==> src/rtl/rr_switch_allocator_4port_if.sv <==
// -----------------------------------------------------------------------------
// rr_switch_allocator_4port_if
// Bundle of request/response signals between the route-compute stage, the
// switch allocator and the crossbar of the 4-port mesh router.
// Port index / code map: 0=X1, 1=X2, 2=Y, 3=LOCAL; codes 0=STOP, 1..4 = port+1.
//   req_valid[3:0]    per-input request valid
//   req_tail[3:0]     per-input: requesting flit is the packet tail
//   req_dst_*[2:0]    per-input requested output code
//   out_full[3:0]     per-output downstream full
//   grant[3:0]        per-input advance pulse (registered)
//   out_*_sw[2:0]     per-output crossbar select code (registered)
//   lock_busy[3:0]    per-output wormhole lock indicator (registered)
// master: requester/crossbar side; slave: allocator side.
// -----------------------------------------------------------------------------
interface rr_switch_allocator_4port_if;
    logic [3:0] req_valid;
    logic [3:0] req_tail;
    logic [2:0] req_dst_x1;
    logic [2:0] req_dst_x2;
    logic [2:0] req_dst_y;
    logic [2:0] req_dst_local;
    logic [3:0] out_full;
    logic [3:0] grant;
    logic [2:0] out_x1_sw;
    logic [2:0] out_x2_sw;
    logic [2:0] out_y_sw;
    logic [2:0] out_local_sw;
    logic [3:0] lock_busy;

    modport master (
        output req_valid, req_tail, req_dst_x1, req_dst_x2, req_dst_y, req_dst_local, out_full,
        input  grant, out_x1_sw, out_x2_sw, out_y_sw, out_local_sw, lock_busy
    );

    modport slave (
        input  req_valid, req_tail, req_dst_x1, req_dst_x2, req_dst_y, req_dst_local, out_full,
        output grant, out_x1_sw, out_x2_sw, out_y_sw, out_local_sw, lock_busy
    );
endinterface

==> src/rtl/rr_switch_allocator_4port.sv <==
// -----------------------------------------------------------------------------
// rr_switch_allocator_4port
// Round-robin, wormhole-locking switch allocator for a 4-port mesh router.
// Each output runs a small IDLE/LOCKED FSM with its own round-robin pointer.
// A winning non-tail flit locks the output to its input until the tail passes.
// All outputs are registered: a request present at a clock edge produces
// grant/sw right after that edge, for exactly one cycle per flit.
// Ports:
//   clk    clock
//   rst_n  asynchronous active-low reset
//   en     allocator enable (low: no grants, all state frozen)
//   bus    slave side of rr_switch_allocator_4port_if
// -----------------------------------------------------------------------------
module rr_switch_allocator_4port #(
    parameter int NUM_PORTS = 4,
    parameter int CODE_W    = 3
) (
    input  logic                         clk,
    input  logic                         rst_n,
    input  logic                         en,
    rr_switch_allocator_4port_if.slave   bus
);

    typedef enum logic {
        ST_IDLE   = 1'b0,
        ST_LOCKED = 1'b1
    } out_state_t;

    localparam logic [CODE_W-1:0] CODE_STOP = 3'd0;

    // Request decode
    logic [CODE_W-1:0] dst_s      [NUM_PORTS];
    logic [3:0]        dst_ok_s;
    logic [1:0]        dst_idx_s  [NUM_PORTS];
    logic [3:0]        blocked_s;
    logic [3:0]        req_mask_s [NUM_PORTS];

    // FSM state and next state
    out_state_t        state_r     [NUM_PORTS];
    out_state_t        state_nxt_s [NUM_PORTS];
    logic [1:0]        ptr_r       [NUM_PORTS];
    logic [1:0]        ptr_nxt_s   [NUM_PORTS];
    logic [1:0]        owner_r     [NUM_PORTS];
    logic [1:0]        owner_nxt_s [NUM_PORTS];

    // Per-output grant vectors and select codes for this cycle
    logic [3:0]        win_s       [NUM_PORTS];
    logic [CODE_W-1:0] sw_nxt_s    [NUM_PORTS];
    logic [3:0]        grant_s;

    // Registered outputs
    logic [3:0]        grant_r;
    logic [CODE_W-1:0] sw_r        [NUM_PORTS];
    logic [3:0]        lock_busy_r;

    assign dst_s[0] = bus.req_dst_x1;
    assign dst_s[1] = bus.req_dst_x2;
    assign dst_s[2] = bus.req_dst_y;
    assign dst_s[3] = bus.req_dst_local;

    // Decode destination codes; 0 and 5..7 are treated as no request
    always_comb begin
        for (int i = 0; i < NUM_PORTS; i++) begin
            case (dst_s[i])
                3'd1:    begin dst_ok_s[i] = 1'b1; dst_idx_s[i] = 2'd0; end
                3'd2:    begin dst_ok_s[i] = 1'b1; dst_idx_s[i] = 2'd1; end
                3'd3:    begin dst_ok_s[i] = 1'b1; dst_idx_s[i] = 2'd2; end
                3'd4:    begin dst_ok_s[i] = 1'b1; dst_idx_s[i] = 2'd3; end
                default: begin dst_ok_s[i] = 1'b0; dst_idx_s[i] = 2'd0; end
            endcase
        end
    end

    // An owner asking for some other output than the one it holds is ignored everywhere
    always_comb begin
        blocked_s = 4'b0000;
        for (int o = 0; o < NUM_PORTS; o++) begin
            for (int i = 0; i < NUM_PORTS; i++) begin
                if ((state_r[o] == ST_LOCKED) && (owner_r[o] == 2'(i)) &&
                    !(dst_ok_s[i] && (dst_idx_s[i] == 2'(o)))) begin
                    blocked_s[i] = 1'b1;
                end else begin
                    blocked_s[i] = blocked_s[i];
                end
            end
        end
    end

    // Per-output eligible request masks
    always_comb begin
        for (int o = 0; o < NUM_PORTS; o++) begin
            for (int i = 0; i < NUM_PORTS; i++) begin
                req_mask_s[o][i] = bus.req_valid[i] && dst_ok_s[i] &&
                                   (dst_idx_s[i] == 2'(o)) && !blocked_s[i];
            end
        end
    end

    // Per-output FSM next state, round-robin search and grant generation
    always_comb begin
        logic       found_v;
        logic [1:0] win_v;
        logic [1:0] cand_v;
        found_v = 1'b0;
        win_v   = 2'd0;
        cand_v  = 2'd0;
        grant_s = 4'b0000;
        for (int o = 0; o < NUM_PORTS; o++) begin
            state_nxt_s[o] = state_r[o];
            ptr_nxt_s[o]   = ptr_r[o];
            owner_nxt_s[o] = owner_r[o];
            win_s[o]       = 4'b0000;
            sw_nxt_s[o]    = CODE_STOP;
            if (!en) begin
                state_nxt_s[o] = state_r[o];
            end else begin
                case (state_r[o])
                    ST_IDLE: begin
                        if (!bus.out_full[o] && (req_mask_s[o] != 4'b0000)) begin
                            found_v = 1'b0;
                            win_v   = 2'd0;
                            for (int k = 0; k < NUM_PORTS; k++) begin
                                cand_v = ptr_r[o] + 2'(k);
                                if (!found_v && req_mask_s[o][cand_v]) begin
                                    found_v = 1'b1;
                                    win_v   = cand_v;
                                end else begin
                                    found_v = found_v;
                                end
                            end
                            win_s[o][win_v] = 1'b1;
                            sw_nxt_s[o]     = {1'b0, win_v} + 3'd1;
                            if (bus.req_tail[win_v]) begin
                                ptr_nxt_s[o] = win_v + 2'd1;
                            end else begin
                                // Pointer stays put while locked; it advances past the owner at the tail
                                state_nxt_s[o] = ST_LOCKED;
                                owner_nxt_s[o] = win_v;
                            end
                        end else begin
                            state_nxt_s[o] = ST_IDLE;
                        end
                    end
                    ST_LOCKED: begin
                        if (!bus.out_full[o] && req_mask_s[o][owner_r[o]]) begin
                            win_s[o][owner_r[o]] = 1'b1;
                            sw_nxt_s[o]          = {1'b0, owner_r[o]} + 3'd1;
                            if (bus.req_tail[owner_r[o]]) begin
                                state_nxt_s[o] = ST_IDLE;
                                ptr_nxt_s[o]   = owner_r[o] + 2'd1;
                            end else begin
                                state_nxt_s[o] = ST_LOCKED;
                            end
                        end else begin
                            state_nxt_s[o] = ST_LOCKED;
                        end
                    end
                    default: begin
                        state_nxt_s[o] = ST_IDLE;
                    end
                endcase
            end
            grant_s = grant_s | win_s[o];
        end
    end

    // FSM state, round-robin pointers and lock owners
    always_ff @(posedge clk or negedge rst_n) begin
        if (!rst_n) begin
            for (int o = 0; o < NUM_PORTS; o++) begin
                state_r[o] <= ST_IDLE;
                ptr_r[o]   <= 2'd0;
                owner_r[o] <= 2'd0;
            end
        end else begin
            for (int o = 0; o < NUM_PORTS; o++) begin
                state_r[o] <= state_nxt_s[o];
                ptr_r[o]   <= ptr_nxt_s[o];
                owner_r[o] <= owner_nxt_s[o];
            end
        end
    end

    // Output registers: grant, crossbar selects and lock indicators
    always_ff @(posedge clk or negedge rst_n) begin
        if (!rst_n) begin
            grant_r     <= 4'b0000;
            lock_busy_r <= 4'b0000;
            for (int o = 0; o < NUM_PORTS; o++) begin
                sw_r[o] <= CODE_STOP;
            end
        end else begin
            grant_r <= grant_s;
            for (int o = 0; o < NUM_PORTS; o++) begin
                sw_r[o]        <= sw_nxt_s[o];
                lock_busy_r[o] <= (state_nxt_s[o] == ST_LOCKED);
            end
        end
    end

    assign bus.grant        = grant_r;
    assign bus.out_x1_sw    = sw_r[0];
    assign bus.out_x2_sw    = sw_r[1];
    assign bus.out_y_sw     = sw_r[2];
    assign bus.out_local_sw = sw_r[3];
    assign bus.lock_busy    = lock_busy_r;

endmodule

==> src/flat_wrapper.sv <==
// flat-port wrapper written by rule: the top's interface ports become plain ports
module rr_switch_allocator_4port_flat 
#(
    parameter int NUM_PORTS = 4,
    parameter int CODE_W    = 3
)
  (clk, rst_n, en, bus_req_valid, bus_req_tail, bus_req_dst_x1, bus_req_dst_x2, bus_req_dst_y, bus_req_dst_local, bus_out_full, bus_grant, bus_out_x1_sw, bus_out_x2_sw, bus_out_y_sw, bus_out_local_sw, bus_lock_busy);
  rr_switch_allocator_4port_if bus_i ();
  input  logic clk;
  input  logic rst_n;
  input  logic en;
  input wire logic [$bits(bus_i.req_valid)-1:0] bus_req_valid;
  input wire logic [$bits(bus_i.req_tail)-1:0] bus_req_tail;
  input wire logic [$bits(bus_i.req_dst_x1)-1:0] bus_req_dst_x1;
  input wire logic [$bits(bus_i.req_dst_x2)-1:0] bus_req_dst_x2;
  input wire logic [$bits(bus_i.req_dst_y)-1:0] bus_req_dst_y;
  input wire logic [$bits(bus_i.req_dst_local)-1:0] bus_req_dst_local;
  input wire logic [$bits(bus_i.out_full)-1:0] bus_out_full;
  output wire logic [$bits(bus_i.grant)-1:0] bus_grant;
  output wire logic [$bits(bus_i.out_x1_sw)-1:0] bus_out_x1_sw;
  output wire logic [$bits(bus_i.out_x2_sw)-1:0] bus_out_x2_sw;
  output wire logic [$bits(bus_i.out_y_sw)-1:0] bus_out_y_sw;
  output wire logic [$bits(bus_i.out_local_sw)-1:0] bus_out_local_sw;
  output wire logic [$bits(bus_i.lock_busy)-1:0] bus_lock_busy;
  assign bus_i.req_valid = bus_req_valid;
  assign bus_i.req_tail = bus_req_tail;
  assign bus_i.req_dst_x1 = bus_req_dst_x1;
  assign bus_i.req_dst_x2 = bus_req_dst_x2;
  assign bus_i.req_dst_y = bus_req_dst_y;
  assign bus_i.req_dst_local = bus_req_dst_local;
  assign bus_i.out_full = bus_out_full;
  assign bus_grant = bus_i.grant;
  assign bus_out_x1_sw = bus_i.out_x1_sw;
  assign bus_out_x2_sw = bus_i.out_x2_sw;
  assign bus_out_y_sw = bus_i.out_y_sw;
  assign bus_out_local_sw = bus_i.out_local_sw;
  assign bus_lock_busy = bus_i.lock_busy;
  rr_switch_allocator_4port #(.NUM_PORTS(NUM_PORTS), .CODE_W(CODE_W)) u_core (.clk(clk), .rst_n(rst_n), .en(en), .bus(bus_i));
endmodule
==> config.mk <==
export PLATFORM = sky130hd
export DESIGN_NAME = rr_switch_allocator_4port_flat
export DESIGN_NICKNAME = d
export VERILOG_FILES = /design/src/rtl/rr_switch_allocator_4port_if.sv /design/src/rtl/rr_switch_allocator_4port.sv /design/src/flat_wrapper.sv
export SDC_FILE = /design/constraint.sdc
export NUM_CORES = 1
export LEC_CHECK = 0
export CELL_PAD_IN_SITES_DETAIL_PLACEMENT = 2
export CELL_PAD_IN_SITES_GLOBAL_PLACEMENT = 2
export CORE_ASPECT_RATIO = 0.6
export CORE_MARGIN = 4
export CORE_UTILIZATION = 37
export DETAILED_ROUTE_END_ITERATION = 8
export PLACE_DENSITY = 0.84
export SETUP_SLACK_MARGIN = 0.4
export SLEW_MARGIN = 5
export SYNTH_ARGS = -nofsm -noshare
export SYNTH_HDL_FRONTEND = slang
export SYNTH_SLANG_ARGS = --single-unit
export TNS_END_PERCENT = 10
==> constraint.sdc <==
create_clock -name clk -period 7.76 [get_ports clk]
set_input_delay 1.552 -clock clk [delete_from_list [all_inputs] [get_ports clk]]
set_output_delay 1.552 -clock clk [all_outputs]
set_load 0.05 [all_outputs]
==> impl_results.md <==
* Setup Fix Bufs, Post-CTS at 0
* Pwr Total at between 1 and 1.5 mW
* Crit share post-route at 0.5936
* Worst R2R Start: u_core.owner_r[6]$_DFFE_PN0P_
* Synth cell types at 64
* Syn Area/Cell at approximately 9.1 um2
* I/O pin total at 47
* GPL Wtd Cong at 0.8685
* # setup viols final at 0
* Buf+Inv Stages, Crit Path at 2
* Vias in the first global route at around 3400
* Mapped Area at approximately 3200 um2
* Pin count of the biggest net entering global routing at 37
* Req. time, crit path at about 7.9 ns
* Total grt overflow at 0
* Clock sink count at 36
* Detailed Route Iter0 Violations at 192
* Initial antenna violation count at 0
* Die H at 80.56 um
* CTS Hold Bufs at 0
* Pwr/cell area at 301.2 nW/um2
* Vias per Instance at between 6 and 7
* Vias at between 3000 and 4000
* Crit-path max cell delay at 0.53 ns
* CTS tree: built
* CP max FO at 10
* Hold worst-path end: u_core.ptr_r[2]$_DFFE_PN0P_
* Fill count at 929
* Gr usage total at 0.2544
* Final wirelength at 12520 um
* Total Negative Setup Slacks at 0 ns
* Final Max Slew Viols at 0
* Cell count after synthesis at between 300 and 400
* Layout net count at between 400 and 500
* Number of buffers added on ports at 46
* Critical path class: input port to register
* Remaining DRCs at 0
* Async SR Flop Fraction at 1.000
* Synthesized net count at slightly above 400
* Unrepaired setup endpoints after global routing: no
* First-pass GRT wire length at 20030 um
* CTS max path bufs at 2
* CP endpoint kind: register
* Min Clock Period, post-route at approximately 4.6 ns
* Cts repair resizes at 0
* Routed len/inst at around 24 um
* Inserted Diodes at 0
* Worst-Skew Late Latency at between 0.2 and 0.3 ns
* Number of synthesized flops with an enable pin at 0
* Ys flop type: dfrtp_1
* VDD IR max at 0.1571 mV
* Worst Hold Launch: u_core.ptr_r[2]$_DFFE_PN0P_
* Yosys reg bits at 36
* TritonCTS buffer count at 5
* Antenna viol nets, final at 0
* Hpwl dp at 9688 um
* Layout cells sized above 1 at 0.08978
* Rel. slew slack at 0.3297
* Clock Skew at between 0.004 and 0.005 ns
* Initial Util at 0.3809
* Die width at 128.9 um
* Slowest-stage cell, CP: clkdlybuf4s50_1
* Crit-path cells: clkdlybuf4s50_1 -> nand4b_1 -> or2_2 -> o21ai_0 -> o2bb2ai_1 -> inv_1 -> ha_1 -> a22oi_1 -> nor2_1 -> or4_1
* Maximum clock rate at 217.1 MHz
* Arrival time worst endpoint at between 4 and 5 ns
* Status: complete, no violations
* First drt pass iteration count at 4
* Crit start category: input port
* Worst-path clk slew at 0.06 ns
* H-tree Lvls at 2
* Post-synthesis sequential area ratio at 0.2775
* Final core occ at 0.4649
* Max cap viols at 0
* R2R Path End: u_core.bus.grant[3]$_DFF_PN0_
* Synth-to-layout area growth at 22.04%
* Cells on Worst Hold Path at 1
* Crit path max-delay family: simple AND/OR/NAND/NOR gates
* Core box area at 8523 um2
* Site row count at 26
* Flop2flop setup slack at approximately 3.7 ns
* Hold Crit Class: register to register
* Root Driver: clkbuf_16
* Hold Slack at about 0.65 ns
* DIE AREA at just over 10000 um2
* Fin. Hold Viols at 0
* Pleak at approximately 1.6 nW
* Worst R2R Path Depth at 12
* Ys Warns at 0
* Measured slew at the worst slew-check pin at around 1 ns
==> through the flow <==
stage          worst slack (ns)  instance area, um2  instances
2_1_floorplan             4.055                3247        358
3_3_place_gp              3.038                3795        505
3_5_place_dp              2.969                3795        505
4_1_cts                   3.193                3963        513
5_1_grt                   2.920                3963        513
6_report                  3.154                3963        513
==> placed cells by master, fill, tap and decap left out, types with 3 or more instances in the layout <==
cell type        Yosys  final
and4_1               4      4
and2_1              10     10
inv_1               21     21
mux4_2               5      5
mux2_2               4      4
nand4_1              9      9
nor4_1               6      6
a211oi_1             8      8
nor2_1              28     28
clkbuf_16            0      5
a32o_1               4      4
nand2b_1             4      4
o22ai_1              5      5
a31oi_1              3      3
nand2_1             37     37
nand3_1             14     14
a222oi_1             3      3
a21oi_1             12     12
dfrtp_1             36     36
xnor2_1              7      7
a32oi_1              6      6
mux2i_1             22     22
ha_1                28     28
nor3_1               7      7
clkdlybuf4s50_1      0     45
a22oi_1              5      5
nor2b_1              3      3
o21ai_0             13     13
==> area by class of cell <==
type,instances,area (um2),share of cell area
multi-input combinational,289,2212,0.5583
clock buffer,5,125.1,0.03158
tap,112,140.1,0.03536
clock inverter,3,42.54,0.01074
inverter,21,78.83,0.01989
timing repair buffer,47,462.9,0.1168
sequential,36,900.9,0.2273
==> cells in the mapped netlist, drive strengths merged (3+ instances only) <==
library cell	number	area (um2)
mux4	5	112.6
nand4	9	56.30
nand2	37	138.9
nor3	7	35.03
nand2b	4	25.02
and4	4	35.03
ha	28	350.3
a21oi	12	60.06
a222oi	3	30.03
a22oi	5	37.54
and2	10	62.56
o22ai	6	51.30
nor4	7	58.81
o211ai	3	27.52
mux2	6	75.07
mux2i	22	220.2
xnor2	7	61.31
a211oi	10	85.08
nor2b	4	27.53
nand3	14	70.07
o21ai	13	65.06
a31oi	3	18.77
a32oi	6	52.55
nor2	29	111.4
inv	21	78.83
a32o	4	40.04
clkbuf	9	33.78
buf	3	21.27
dfrtp	36	900.9
==> report_power, final <==
group / internal [mW] / switching, mW / leakage (nW)
logic: 0.219 / 0.334 / 1.07
registers: 0.242 / 0.160 / 0.459
clock network: 0.151 / 0.0873 / 0.0798
total: 0.613 / 0.581 / 1.61
==> flip-flops by register name, indices dropped and copies added (netlist names) <==
signal / flops
u_core.bus.out_local_sw: 3
u_core.bus.out_x1_sw: 3
u_core.bus.grant: 4
u_core.bus.lock_busy: 4
u_core.bus.out_x2_sw: 3
u_core.owner_r: 8
u_core.ptr_r: 8
u_core.bus.out_y_sw: 3
==> per-layer routing <==
layer,share of wire,GRT usage
met5,0,0
met3,0.040,0.04385
met2,0.45,0.4039
met4,0.013,0.05765
met1,0.49,0.3602
==> cells by family after synthesis <==
family,count (synthesis),synth area share
fa+ha+maj,28,0.1079
buf+inv,33,0.04123
simple gates,135,0.2162
xor+xnor,8,0.02158
compound gates,85,0.2100
flops,36,0.2775
mux,33,0.1256
==> worst max path at each step <==
| stage | from | endpoint | slack (ns) | cells after the start |
|---|---|---|---|---|
| floorplan | bus_req_dst_local[1] | u_core.bus.grant[2]$_DFF_PN0_ | 4.05 | 9 |
| global placement | bus_req_dst_local[1] | u_core.bus.grant[0]$_DFF_PN0_ | 3.04 | 10 |
| detailed placement | bus_req_dst_x1[0] | u_core.bus.grant[3]$_DFF_PN0_ | 2.97 | 10 |
| CTS | bus_req_valid[0] | u_core.bus.grant[3]$_DFF_PN0_ | 3.19 | 10 |
| global route | bus_req_valid[0] | u_core.bus.grant[3]$_DFF_PN0_ | 2.92 | 10 |
| finish | bus_req_valid[0] | u_core.bus.grant[3]$_DFF_PN0_ | 3.15 | 10 |
No activity file was read; power rests on OpenSTA's default activity.
